<file path="src/rtl/sprite_line_scheduler_if.sv">
// Line-start request, descriptor read port and slot table write port of the sprite line scheduler.
// No backpressure: the descriptor bank answers one cycle after desc_idx and the slot table always accepts.
interface sprite_line_scheduler_if;
  logic        line_start;
  logic [9:0]  next_line;
  logic [4:0]  desc_idx;
  logic [31:0] desc_data;
  logic        slot_we;
  logic [2:0]  slot_idx;
  logic [4:0]  slot_id;
  logic [9:0]  slot_x;
  logic [4:0]  slot_row;
  logic [3:0]  slot_count;
  logic        overflow;
  logic        busy;
  logic        done;

  modport master (
    input  line_start, next_line, desc_data,
    output desc_idx, slot_we, slot_idx, slot_id, slot_x, slot_row,
           slot_count, overflow, busy, done
  );

  modport slave (
    output line_start, next_line, desc_data,
    input  desc_idx, slot_we, slot_idx, slot_id, slot_x, slot_row,
           slot_count, overflow, busy, done
  );
endinterface

</file>
<file path="src/rtl/sprite_line_scheduler.sv">
// Scans all sprite descriptors on line_start and writes intersecting sprites, lowest index first, to the slot table.
// line_start to done is NUM_SPRITES+3 cycles; line_start while busy is ignored, no backpressure on slot writes.
module sprite_line_scheduler #(
  parameter int NUM_SPRITES = 20,
  parameter int MAX_SLOTS   = 8,
  parameter int SPRITE_H    = 32
) (
  input logic                     clk,
  input logic                     reset,
  sprite_line_scheduler_if.master bus
);
  localparam logic [4:0]  LAST_IDX   = 5'(NUM_SPRITES - 1);
  localparam logic [3:0]  SLOT_LIMIT = 4'(MAX_SLOTS);
  localparam logic [10:0] HEIGHT     = 11'(SPRITE_H);

  typedef enum logic [1:0] {IDLE, SCAN, DRAIN, FIN} state_t;

  state_t      state;
  logic [9:0]  line_q;
  logic        rd_vld;

  logic        d_en;
  logic [4:0]  d_id;
  logic [9:0]  d_x;
  logic [9:0]  d_y;
  logic [10:0] line_w;
  logic [10:0] y_lo;
  logic [10:0] y_hi;
  logic        hit;
  logic        unused_desc_bits;

  assign d_en = bus.desc_data[31];
  assign d_id = bus.desc_data[30:26];
  assign d_x  = bus.desc_data[25:16];
  assign d_y  = bus.desc_data[15:6];
  assign unused_desc_bits = ^bus.desc_data[5:0];

  // 11-bit compare so a sprite near the bottom (y+H > 1023) does not wrap onto the top lines.
  assign line_w = {1'b0, line_q};
  assign y_lo   = {1'b0, d_y};
  assign y_hi   = y_lo + HEIGHT;
  assign hit    = d_en && (line_w >= y_lo) && (line_w < y_hi);

  always_ff @(posedge clk or negedge reset) begin
    if (!reset) begin
      state          <= IDLE;
      line_q         <= '0;
      rd_vld         <= 1'b0;
      bus.desc_idx   <= '0;
      bus.slot_we    <= 1'b0;
      bus.slot_idx   <= '0;
      bus.slot_id    <= '0;
      bus.slot_x     <= '0;
      bus.slot_row   <= '0;
      bus.slot_count <= '0;
      bus.overflow   <= 1'b0;
      bus.busy       <= 1'b0;
      bus.done       <= 1'b0;
    end else begin
      bus.slot_we <= 1'b0;
      bus.done    <= 1'b0;
      // desc_data is valid exactly one cycle after each index presented in SCAN.
      rd_vld      <= (state == SCAN);

      if (rd_vld && hit) begin
        if (bus.slot_count < SLOT_LIMIT) begin
          bus.slot_we    <= 1'b1;
          bus.slot_idx   <= bus.slot_count[2:0];
          bus.slot_id    <= d_id;
          bus.slot_x     <= d_x;
          bus.slot_row   <= 5'(line_q - d_y);
          bus.slot_count <= bus.slot_count + 4'd1;
        end else begin
          bus.overflow   <= 1'b1;
        end
      end

      case (state)
        IDLE: begin
          if (bus.line_start) begin
            line_q         <= bus.next_line;
            bus.desc_idx   <= '0;
            bus.slot_count <= '0;
            bus.overflow   <= 1'b0;
            bus.busy       <= 1'b1;
            state          <= SCAN;
          end
        end
        SCAN: begin
          if (bus.desc_idx == LAST_IDX) begin
            state <= DRAIN;
          end else begin
            bus.desc_idx <= bus.desc_idx + 5'd1;
          end
        end
        DRAIN: begin
          state <= FIN;
        end
        FIN: begin
          bus.busy <= 1'b0;
          bus.done <= 1'b1;
          state    <= IDLE;
        end
        default: begin
          state <= IDLE;
        end
      endcase
    end
  end
endmodule

</file>
<file path="src/flat_wrapper.sv">
// flat-port wrapper written by rule: the top's interface ports become plain ports
module sprite_line_scheduler_flat 
#(
  parameter int NUM_SPRITES = 20,
  parameter int MAX_SLOTS   = 8,
  parameter int SPRITE_H    = 32
)
  (clk, reset, bus_line_start, bus_next_line, bus_desc_data, bus_desc_idx, bus_slot_we, bus_slot_idx, bus_slot_id, bus_slot_x, bus_slot_row, bus_slot_count, bus_overflow, bus_busy, bus_done);
  sprite_line_scheduler_if bus_i ();
  input logic clk;
  input logic reset;
  input wire logic [$bits(bus_i.line_start)-1:0] bus_line_start;
  input wire logic [$bits(bus_i.next_line)-1:0] bus_next_line;
  input wire logic [$bits(bus_i.desc_data)-1:0] bus_desc_data;
  output wire logic [$bits(bus_i.desc_idx)-1:0] bus_desc_idx;
  output wire logic [$bits(bus_i.slot_we)-1:0] bus_slot_we;
  output wire logic [$bits(bus_i.slot_idx)-1:0] bus_slot_idx;
  output wire logic [$bits(bus_i.slot_id)-1:0] bus_slot_id;
  output wire logic [$bits(bus_i.slot_x)-1:0] bus_slot_x;
  output wire logic [$bits(bus_i.slot_row)-1:0] bus_slot_row;
  output wire logic [$bits(bus_i.slot_count)-1:0] bus_slot_count;
  output wire logic [$bits(bus_i.overflow)-1:0] bus_overflow;
  output wire logic [$bits(bus_i.busy)-1:0] bus_busy;
  output wire logic [$bits(bus_i.done)-1:0] bus_done;
  assign bus_i.line_start = bus_line_start;
  assign bus_i.next_line = bus_next_line;
  assign bus_i.desc_data = bus_desc_data;
  assign bus_desc_idx = bus_i.desc_idx;
  assign bus_slot_we = bus_i.slot_we;
  assign bus_slot_idx = bus_i.slot_idx;
  assign bus_slot_id = bus_i.slot_id;
  assign bus_slot_x = bus_i.slot_x;
  assign bus_slot_row = bus_i.slot_row;
  assign bus_slot_count = bus_i.slot_count;
  assign bus_overflow = bus_i.overflow;
  assign bus_busy = bus_i.busy;
  assign bus_done = bus_i.done;
  sprite_line_scheduler #(.NUM_SPRITES(NUM_SPRITES), .MAX_SLOTS(MAX_SLOTS), .SPRITE_H(SPRITE_H)) u_core (.clk(clk), .reset(reset), .bus(bus_i));
endmodule
</file>
<file path="config.mk">
export PLATFORM = sky130hd
export DESIGN_NAME = sprite_line_scheduler_flat
export DESIGN_NICKNAME = d
export VERILOG_FILES = /design/src/rtl/sprite_line_scheduler_if.sv /design/src/rtl/sprite_line_scheduler.sv /design/src/flat_wrapper.sv
export SDC_FILE = /design/constraint.sdc
export NUM_CORES = 1
export LEC_CHECK = 0
export CAP_MARGIN = 0
export CORE_UTILIZATION = 30
export DETAILED_ROUTE_END_ITERATION = 6
export PLACE_DENSITY = 0.58
export REMOVE_ABC_BUFFERS = 1
export SETUP_SLACK_MARGIN = 0.4
export SYNTH_ARGS = -nofsm -noshare
export SYNTH_HDL_FRONTEND = slang
export SYNTH_SLANG_ARGS = --single-unit
</file>
<file path="constraint.sdc">
create_clock -name clk -period 3.2 [get_ports clk]
set_input_delay 0.64 -clock clk [delete_from_list [all_inputs] [get_ports clk]]
set_output_delay 0.64 -clock clk [all_outputs]
set_load 0.05 [all_outputs]
</file>
# Word level (Yosys, flattened, before mapping)
# Cells that the tools add are included.
# op_classes
n_mux,19
reduce_logical,11
eq_ne,7
order_cmp,3
n_addsub,4
# op_table
op,count
$mux W4,4
$add A10 B6 Y11 const B,1
$lt A10 B11 Y1,1
$ge A10 B10 Y1,1
$mux W5,2
$pmux W5 S2,1
$mux W1,8
$pmux W2 S4,1
$reduce_and A2 Y1,4
$ne A2 B2 Y1 const B,3
$add A5 B1 Y5 const B,1
$eq A5 B5 Y1 const B,1
$sub A5 B5 Y5,1
$add A4 B1 Y4 const B,1
$eq A2 B2 Y1 const B,2
$lt A4 B4 Y1 const B,1
$mux W2,2
$reduce_bool A2 Y1,2
$logic_and A1 B1 Y1,3
$reduce_and A3 Y1,1
$eq A2 B1 Y1 const B,1
$logic_not A2 Y1,1
$pmux W1 S2,1
# totals
elab_cells,57
input_bits,45
register_bits,49
out_inout_bits,36

# Depth between registers and ports, before layout
# logic_depth
depth_word,7
ltp_mapped,11

# Worst setup path before layout
# OpenSTA, ideal clock, no wires.
# synth_timing
path_kind,input port to flip-flop
from,input bus_desc_data[11]
to,register u_core.bus.slot_id[0]
stages,10
path_buffers,1
arrival_time_ns,2.472
setup_time_ns,0.125
setup_slack_ns,0.603
path_cell_list,ha_1 nand3_1 xnor2_1 ha_1 nand3_1 a2111oi_2 o31ai_2 o211ai_2 buf_6 mux2_4
# synth_between
elab_chain_len,5
elab_cells_between_ends,7
cone_classes,add/sub (1); order compare (2); reduce/logical (4)
# synth_lines
item,line,rtl
start: declaration,flat_wrapper.sv:14,input wire logic [$bits(bus_i.desc_data)-1:0] bus_desc_data;
$add A10 B6 Y11 / $ge A10 B10 Y1 (equally long branches),"sprite_line_scheduler.sv:41, sprite_line_scheduler.sv:42",
$lt A10 B11 Y1 / $logic_and A1 B1 Y1 (equally long branches),sprite_line_scheduler.sv:42,assign hit = d_en && (line_w >= y_lo) && (line_w < y_hi);
$logic_and A1 B1 Y1 *,sprite_line_scheduler.sv:42,
$logic_and A1 B1 Y1 *,sprite_line_scheduler.sv:65,if (rd_vld && hit) begin
$reduce_and A2 Y1 (no source line) *,--,
end signal: assignment,sprite_line_scheduler.sv:69,bus.slot_id <= d_id;
end: declaration,sprite_line_scheduler_if.sv:20,"output desc_idx, slot_we, slot_idx, slot_id, slot_x, slot_row,"
# Mark *: on every way between the ends. The rest lies on a longest branch, timed or not.
# A chain may end at the register's enable or synchronous reset.

# Worst setup path after layout
# layout_timing
from,input bus_desc_data[11]
to,register u_core.bus.slot_id[4]
# The elaborated chain is that of the path after synthesis.

==> results by group <==
Status
  • Status: completed

Route
  • Vias post-DR: 2061
  • DRC errors left: 0
  • Post-Route WL: 5980 um
  • DRT iter0 DRCs: 37
  • Routed wire length per instance: 13.4 um
  • Detailed Routing Iterations Pass 1: 4
  • Routed vias/inst: 4.63
  • Post-route antenna net violation count: 0

Placement
  • Post-detail-place hpwl: 4330 um
  • Port bufs: 74
  • Placement Setup Slack: -0.158 ns
  • Gp weighted congestion: 0.760

Setup path
  • Worst EP required: 3.40 ns
  • Worst R2R End: u_core.bus.slot_idx[2]
  • CP max stage cell: ha_1
  • Worst setup EP type: register
  • Kind of critical path: in2reg
  • Worst path max stage delay: 0.32 ns
  • CP max FO: 5
  • WP buf/inv: 4
  • Worst Setup Start Kind: input pin
  • CP Cell Sequence: dlygate4sd2_1 -> buf_4 -> and3_4 -> xnor2_2 -> ha_1 -> a21oi_1 -> nor2b_1 -> o31ai_4 -> o211ai_4 -> buf_12 -> buf_4 -> mux2_4
  • Reg2Reg Depth: 11
  • Stages on worst setup path: 12
  • Reg2reg setup slack: 0.67 ns
  • Family with the most delay on the worst path: buffers and inverters
  • Worst Path Arrival: 2.90 ns
  • Reg-to-Reg Start: u_core.line_q[0]
  • CP dominant cell by count: buf_4

Run
  • Max Cap Viol: 0

Cells and area
  • Final net count: 407
  • Share of cells above drive strength 1: 0.218
  • Fillers: 780
  • Area growth, synth to finish: 49.7%
  • Multi-input gate area: 1420 um2
  • Seq. cell area: 1230 um2
  • Ant. Diodes: 0
  • Final core occ: 0.471

STA
  • Final Cycle Share: 0.844
  • Final hold violation count: 0
  • Final Max Tran Viols: 0
  • Hold WS: 0.375 ns
  • Final setup viols: 0
  • Slew headroom: 0.527
  • Post-Route Skew: 0.00629 ns
  • Slack of the critical path: 0.499 ns
  • FMAX: 370 MHz
  • Slew @ Worst Pin: 0.709 ns
  • Min Tclk post-route: 2.70 ns
  • RSZ-0062 raised after global routing: yes

Yosys
  • Mapped Cells: 240
  • Post-Syn Area: 2610 um2
  • Mapped Avg Cell Area: 10.9 um2
  • Main synth FF type: dfrtp_1
  • Synth Warn #: 0
  • Post-synth EDFFs: 0
  • Sequential area share after synthesis: 0.470
  • Post-synthesis cell type count: 41
  • Synthesized flop and latch total: 49
  • Ys async rst share: 1.00

Clock tree
  • Num CTS Buffers: 5
  • Clock transition at the registers of the reported paths: 0.10 ns
  • CTS root buf: clkbuf_8
  • CTS sink cnt: 49
  • CTS tree: built
  • Clk Latency, worst-skew pair: 0.31 ns
  • H-tree lvl count: 2
  • Clock Path Buffers: 2

Global route
  • M3 GR Usage: 0.0335
  • Initial antenna violation count: 0
  • GRT overflow: 0
  • Largest net degree at the start of global routing: 31
  • First-pass GRT wire length: 9590 um
  • Met2 global-route usage: 0.222
  • Busiest grt layer: met2
  • GR Util met1: 0.183
  • GRT Overall Usage: 0.137
  • Vias in the first global route: 2080

Power
  • Worst IR drop on VDD: 561 uV
  • P per Cell Area: 912 nW/um2
  • Leak pwr: 1.87 nW
  • Total design power: 0.00356 W

Die
  • Chip height: 95.3 um
  • Initial Utilization: 0.314
  • Rows: 33
  • Boundary Pins: 81
  • Die width: 95.3 um
  • Core area: 8300 um2
  • Die ar.: 9070 um2

Worst hold path
  • Hold/Removal Path Class: in2async
==> report_power, final <==
| group | internal [W] | leakage (nW) | switching, W |
|---|---|---|---|
| combinational | 0.000909 | 1.20 | 0.00121 |
| sequential | 0.000869 | 0.623 | 0.000183 |
| clock | 0.000158 | 0.0447 | 0.000232 |
==> synth_stat cells (all sizes together) (2+ instances only) <==
master,instances,area share
a21o,4,0.012
a21oi,13,0.026
a31oi,2,0.0048
buf,3,0.011
clkbuf,3,0.0043
dfrtp,49,0.47
ha,22,0.11
inv,17,0.024
mux2,19,0.11
nand2,44,0.063
nand2b,2,0.0048
nand3,4,0.0077
nand4,3,0.0072
nor2,8,0.012
nor2b,4,0.0096
o211ai,2,0.0077
o21ai,15,0.029
or3,2,0.0048
xnor2,5,0.017
xor2,2,0.0067
==> registers in the layout (all words and copies together), names as in the netlist <==
| signal | cells |
|---|---|
| u_core.bus.desc_idx | 5 |
| u_core.bus.slot_x | 10 |
| u_core.bus.overflow | 1 |
| u_core.rd_vld | 1 |
| u_core.bus.slot_idx | 3 |
| u_core.bus.done | 1 |
| u_core.bus.slot_count | 4 |
| u_core.bus.slot_we | 1 |
| u_core.bus.slot_id | 5 |
| u_core.bus.busy | 1 |
| u_core.bus.slot_row | 5 |
| u_core.state | 2 |
| u_core.line_q | 10 |
==> per-layer routing <==
metal  vias up  part of all wire
met5         -                 0
met3         6             0.059
li1       1033                 -
met2        48              0.47
met1       974              0.46
met4         0            0.0092
==> metrics by stage <==
step / TNS, ns / instance area, um2 / instances
detailed placement: -2.83 / 3580 / 427
finish: 0 / 3910 / 445
floorplan: -1.39 / 2570 / 234
global placement: -1.30 / 3580 / 427
CTS: 0 / 3840 / 442
global route: 0 / 3910 / 445
==> cell type report <==
cell class	instances	area share
tap	105	0.0336
clock buffer	5	0.0176
sequential	49	0.314
clock inverter	3	0.00641
inverter	17	0.0163
multi-input combinational	168	0.363
timing repair buffer	98	0.249
==> logic make-up (layout without fill, tap and decap cells) <==
kind of cell             after synthesis  in the layout  synth area share
AO/OA/AOI/OAI                         48             48             0.126
XOR/XNOR                               7              7            0.0235
adder cells (fa/ha/maj)               23             23             0.113
buffers and inverters                 23            123            0.0393
flip-flops                            49             49             0.470
multiplexers                          20             20             0.112
AND/OR/NAND/NOR                       70             70             0.117
==> placed cells by master, fill, tap and decap left out, types with 3 or more instances in the layout <==
cell and n:
o21ai_0 14, dfrtp_1 49, nand4_1 3, a21o_1 4, ha_1 17, clkbuf_8 5
buf_4 19, nor2_1 8, mux2_4 18, xnor2_1 3, nor2b_1 4, a21oi_1 11
buf_12 3, inv_1 16, clkdlybuf4s50_1 67, dlygate4sd2_1 5, nand2_1 44, ha_4 3
==> worst max-delay path by stage <==
stage	endpoint	slack (ns)	startpoint
final	u_core.bus.slot_id[4]	0.50	bus_desc_data[11]
after CTS	u_core.bus.slot_idx[2]	0.39	bus_desc_data[6]
after global routing	u_core.bus.slot_idx[2]	0.40	bus_desc_data[12]
after floorplan	u_core.bus.slot_idx[2]	-0.14	bus_desc_data[6]
after detailed placement	u_core.bus.slot_idx[2]	-0.16	bus_desc_data[12]
after global placement	u_core.bus.slot_idx[2]	-0.09	bus_desc_data[12]
==> timing repair <==
item / in CTS / in global routing
endpoints found under the setup margin: 28 / 21
gates cloned: 1 / 0
pin swaps: 9 / 12
setup buffers: 6 / 3
resized for setup: 22 / 8
endpoints found under the hold margin: 0 / 0
hold buffers: 0 / 0
No activity file was read; power rests on OpenSTA's default activity.
